**config.mk**
```make
export PLATFORM = sky130hd
export DESIGN_NAME = dec_seq
export DESIGN_NICKNAME = d
export VERILOG_FILES = /design/src/rtl/dec_seq.sv
export SDC_FILE = /design/constraint.sdc
export NUM_CORES = 1
export LEC_CHECK = 0
export CAP_MARGIN = 0
export CELL_PAD_IN_SITES_DETAIL_PLACEMENT = 0
export CELL_PAD_IN_SITES_GLOBAL_PLACEMENT = 1
export CORE_MARGIN = 4
export CORE_UTILIZATION = 42
export DETAILED_ROUTE_END_ITERATION = 8
export DONT_BUFFER_PORTS = 1
export PLACE_DENSITY = 0.76
export SKIP_LAST_GASP = 1
export SLEW_MARGIN = 20
export SYNTH_ARGS = -nofsm -noshare
export SYNTH_HDL_FRONTEND = slang
export SYNTH_SLANG_ARGS = --single-unit
```
**constraint.sdc**
```tcl
create_clock -name clk -period 2.2 [get_ports clk]
set_clock_uncertainty 0.15 [all_clocks]
set_input_delay 0.44 -clock clk [delete_from_list [all_inputs] [get_ports clk]]
set_output_delay 0.44 -clock clk [all_outputs]
set_load 0.1 [all_outputs]
```
**src/rtl/dec_seq.sv**
```systemverilog
// Registered N-to-2^N one-hot decoder with a scan sequencer that sweeps the
// one-hot output over an address range, holding each position for a programmable dwell.
module dec_seq #(
    parameter int unsigned N       = 3,
    parameter int unsigned DWELL_W = 4
) (
    input  logic               clk,
    input  logic               rst_n,
    input  logic               en,
    input  logic               in_valid,
    output logic               in_ready,
    input  logic               mode,
    input  logic [N-1:0]       addr,
    input  logic [N-1:0]       scan_last,
    input  logic [DWELL_W-1:0] dwell,
    input  logic               abort,
    output logic [2**N-1:0]    y,
    output logic               y_valid,
    output logic               busy,
    output logic               done
);

    localparam int unsigned W = 2**N;

    typedef enum logic [1:0] {IDLE, DIRECT, SCAN} state_e;

    state_e             state_q, state_d;
    logic [W-1:0]       y_q, y_d;
    logic               y_valid_q, y_valid_d;
    logic               busy_q, busy_d;
    logic               done_q, done_d;
    logic [N-1:0]       cursor_q, cursor_d;
    logic [N-1:0]       last_q, last_d;
    logic [DWELL_W-1:0] dwell_cfg_q, dwell_cfg_d;
    logic [DWELL_W-1:0] dwell_cnt_q, dwell_cnt_d;
    logic [N-1:0]       cursor_inc;
    logic               accept;

    function automatic logic [W-1:0] onehot(input logic [N-1:0] a);
        logic [W-1:0] r;
        r    = '0;
        r[a] = 1'b1;
        return r;
    endfunction

    assign in_ready   = en && (state_q != SCAN);
    assign accept     = in_valid && in_ready;
    assign cursor_inc = cursor_q + 1'b1;

    always_comb begin
        state_d     = state_q;
        y_d         = y_q;
        y_valid_d   = y_valid_q;
        busy_d      = busy_q;
        done_d      = 1'b0;
        cursor_d    = cursor_q;
        last_d      = last_q;
        dwell_cfg_d = dwell_cfg_q;
        dwell_cnt_d = dwell_cnt_q;
        unique case (state_q)
            IDLE, DIRECT: begin
                if (!en) begin
                    state_d   = IDLE;
                    y_d       = '0;
                    y_valid_d = 1'b0;
                end else if (accept) begin
                    y_d       = onehot(addr);
                    y_valid_d = 1'b1;
                    if (mode) begin
                        state_d     = SCAN;
                        busy_d      = 1'b1;
                        cursor_d    = addr;
                        last_d      = scan_last;
                        dwell_cfg_d = dwell;
                        dwell_cnt_d = dwell;
                    end else begin
                        state_d = DIRECT;
                    end
                end
            end
            SCAN: begin
                // Any enabled edge re-drives y from the cursor, so the first edge
                // after a pause both restores the output and consumes a dwell tick.
                if (abort) begin
                    state_d   = IDLE;
                    y_d       = '0;
                    y_valid_d = 1'b0;
                    busy_d    = 1'b0;
                end else if (!en) begin
                    y_d       = '0;
                    y_valid_d = 1'b0;
                end else if (dwell_cnt_q != '0) begin
                    dwell_cnt_d = dwell_cnt_q - 1'b1;
                    y_d         = onehot(cursor_q);
                    y_valid_d   = 1'b1;
                end else if (cursor_q != last_q) begin
                    cursor_d    = cursor_inc;
                    dwell_cnt_d = dwell_cfg_q;
                    y_d         = onehot(cursor_inc);
                    y_valid_d   = 1'b1;
                end else begin
                    state_d   = IDLE;
                    y_d       = '0;
                    y_valid_d = 1'b0;
                    busy_d    = 1'b0;
                    done_d    = 1'b1;
                end
            end
            default: begin
                state_d   = IDLE;
                y_d       = '0;
                y_valid_d = 1'b0;
                busy_d    = 1'b0;
            end
        endcase
    end

    always_ff @(posedge clk or negedge rst_n) begin
        if (!rst_n) begin
            state_q     <= IDLE;
            y_q         <= '0;
            y_valid_q   <= 1'b0;
            busy_q      <= 1'b0;
            done_q      <= 1'b0;
            cursor_q    <= '0;
            last_q      <= '0;
            dwell_cfg_q <= '0;
            dwell_cnt_q <= '0;
        end else begin
            state_q     <= state_d;
            y_q         <= y_d;
            y_valid_q   <= y_valid_d;
            busy_q      <= busy_d;
            done_q      <= done_d;
            cursor_q    <= cursor_d;
            last_q      <= last_d;
            dwell_cfg_q <= dwell_cfg_d;
            dwell_cnt_q <= dwell_cnt_d;
        end
    end

    assign y       = y_q;
    assign y_valid = y_valid_q;
    assign busy    = busy_q;
    assign done    = done_q;

endmodule

```
==> impl_metrics.toml <==
[clocking]
cts_buffer_depth = 2
post_cts_buffers = 0
cts_tree = "yes"
ctsResizeCount = 0
clock_latency_ns = 0.28
clkTransAtPathRegs_ns = 0.09
numCtsBuffers = 3
cts-root-buf = "clkbuf_8"
htree_levels = 1
cts.sinks = 27

[floorplan]
start_util_pct = 43.6
dieArea_um2 = 4850
die_w_um = 69.7
core_um2 = 3660
rows = 22
top_level_ports = 28
die_y_um = 69.7

[critical_path]
required_ns = 2.22
cp-start-kind = "register"
rrSetupSlack_ns = 0.07
endpoint_kind = "register"
cp_max_fo = 5
path_class = "register to register"
arrival_ns = 2.14

[job]
max_cap_viol_count = 0

[route]
num_vias = 1413
wl_per_cell_um = 17.2
first_pass_iters = 5
wl_um = 4150
ant_nets = 0
drt-initial-drc-count = 68
drc = 0
viasPerCell = 5.84

[final_layout]
final_cell_mix = "dfrtp_1 (27), nand2_1 (25), nand3_1 (24), nor2_1 (17), buf_4 (14)"
n_antenna_cell = 0
area_delta_synth_final_pct = 13.3
multi_input_area_um2 = 867
layout-drive-gt1-share_pct = 14.4
regArea_um2 = 676
instances_no_fill = 242
post-route-util_pct = 49.4
layout.nets = 213
final_common_cell = "dfrtp_1"
fillers = 361

[synthesis]
synthFlopType = "dfrtp_1"
syn-num-nets = 199
synth.distinct_cells = 45
yosysWarningCount = 0
avgSynthCellArea_um2 = 8.82
seq_area_frac_synth_pct = 42.3
synth_edf_count = 0
synth-seq-cells = 27
async_flop_share_pct = 100
netlist_instances = 181
synth_area_um2 = 1600

[timing]
tightest_slew_ns = 0.915
timing.hold.ws_ns = 0.0973
setup_slack_ns = 0.0749
hold_violations = 0
max-slew-margin-rel_pct = 39.0
finalCritPeriodShare_pct = 96.6
period_minus_slack_ns = 2.13
finalMaxSlewViolations = 0
rsz0062_at_grt = "yes"
fmax_mhz = 471
finalSetupViolations = 0

[power_and_ir_drop]
p_leak_nw = 0.802
irDropWorstVdd_mv = 0.381
power.total_w = 0.00157
powerDensity_nw_per_um2 = 866

[global_routing]
grt_max_degree = 28
antenna_found_initial = 0
overflow = 0
grtUsageTotal_pct = 17.9
grt_pass1_wl_um = 6910
grt_pass1_vias = 1380

[placed_design]
dpl.hpwl_um = 3190
place_congestion = 0.908
dpl_worst_slack_ns = 0.0496
dp_cells = 236
io_buffers = 0

[outcome]
status = "completed"

[hold_path]
hp-class = "primary input to register"
-- worst max-delay path, stage by stage, from the launching register on --
cell	delay (ns)
dfrtp_1	0.41
inv_1	0.10
ha_1	0.18
buf_4	0.14
nor3b_2	0.20
nand4_1	0.18
a21oi_2	0.29
mux2_2	0.37
-- cells by family (layout without fill, tap and decap cells) --
family | count (synthesis) | after routing | synth area share [%]
and+or+nand+nor | 92 | 92 | 29.6
AOI/OAI and AO/OA | 38 | 38 | 17.6
DFF | 27 | 27 | 42.3
buffers and inverters | 14 | 27 | 3.53
xor gates and xnor gates | 5 | 5 | 3.21
muxes | 3 | 3 | 2.12
adders and majority gates | 2 | 2 | 1.57
-- synth_stat cells, types with 2 or more instances --
cell type  count  area, um^2
a31oi_1        2        12.5
nand2b_1       5        31.3
a211oi_1       2        15.0
inv_1          7        26.3
o22ai_1        2        12.5
o31ai_1        2        15.0
o21ai_0        5        25.0
o21bai_1       2        15.0
a311oi_1       2        17.5
dfrtp_1       27         676
a32oi_1        7        61.3
clkbuf_1       4        15.0
o2111a_1       2        22.5
nand2_1       25        93.8
nor3b_1        2        15.0
mux2_2         2        22.5
xnor2_1        3        26.3
a21oi_1        5        25.0
ha_1           2        25.0
nand3_1       24         120
buf_2          3        15.0
nand4_1        4        25.0
nor2b_1        3        18.8
nor2_1        18        67.6
-- worst paths after layout --
path | start | endpoint | cells past startpoint
worst max-delay path | dwell_cnt_q[0] | dwell_cnt_q[3] | 7
worst min-delay path | abort | state_q[1] | 1
worst max register to register | dwell_cnt_q[0] | dwell_cnt_q[3] | 7
worst min register to register | dwell_cfg_q[1] | dwell_cfg_q[1] | 2
max in group asynchronous | rst_n | y[5] | 2
min in group asynchronous | rst_n | busy | 2
-- routing by layer --
metal  up-vias  part of all wire [%]  global-route usage, %
li1        688                     -                      -
met1       686                    47                   24.4
met2        34                    46                   27.6
met3         5                   6.2                   4.06
met4         0                   1.3                   6.60
met5         -                     0                      0
-- repair_timing --
| action | CTS | global route |
|---|---|---|
| endpoints found under the setup margin | 0 | 3 |
| endpoints found under the hold margin | 27 | 0 |
| hold buffers | 2 | 0 |
-- metrics by stage --
stage	TNS, ns	area [um^2]
6_report	0	1810
5_1_grt	-0.0844	1810
4_1_cts	0	1810
3_5_place_dp	0	1730
3_3_place_gp	0	1730
2_1_floorplan	0	1600
-- power by group --
group          total, W  internal [W]  switching [W]
sequential     0.000720      0.000579       0.000141
combinational  0.000557      0.000216       0.000341
clock          0.000289      0.000130       0.000159
-- final cells by class --
type	instances	area share [%]
Timing Repair Buffer	16	7.47
Inverter	7	1.45
Multi-Input combinational cell	140	47.9
Clock buffer	4	2.49
Sequential cell	27	37.3
Tap cell	48	3.32
-- sequential cells by signal, summed over array words and instances, names as in the netlist --
name and count:
dwell_cfg_q 4, dwell_cnt_q 4, state_q 2, y 8
last_q 3, y_valid 1, cursor_q 3, busy 1
done 1
Power figures use the tool's default switching activity.
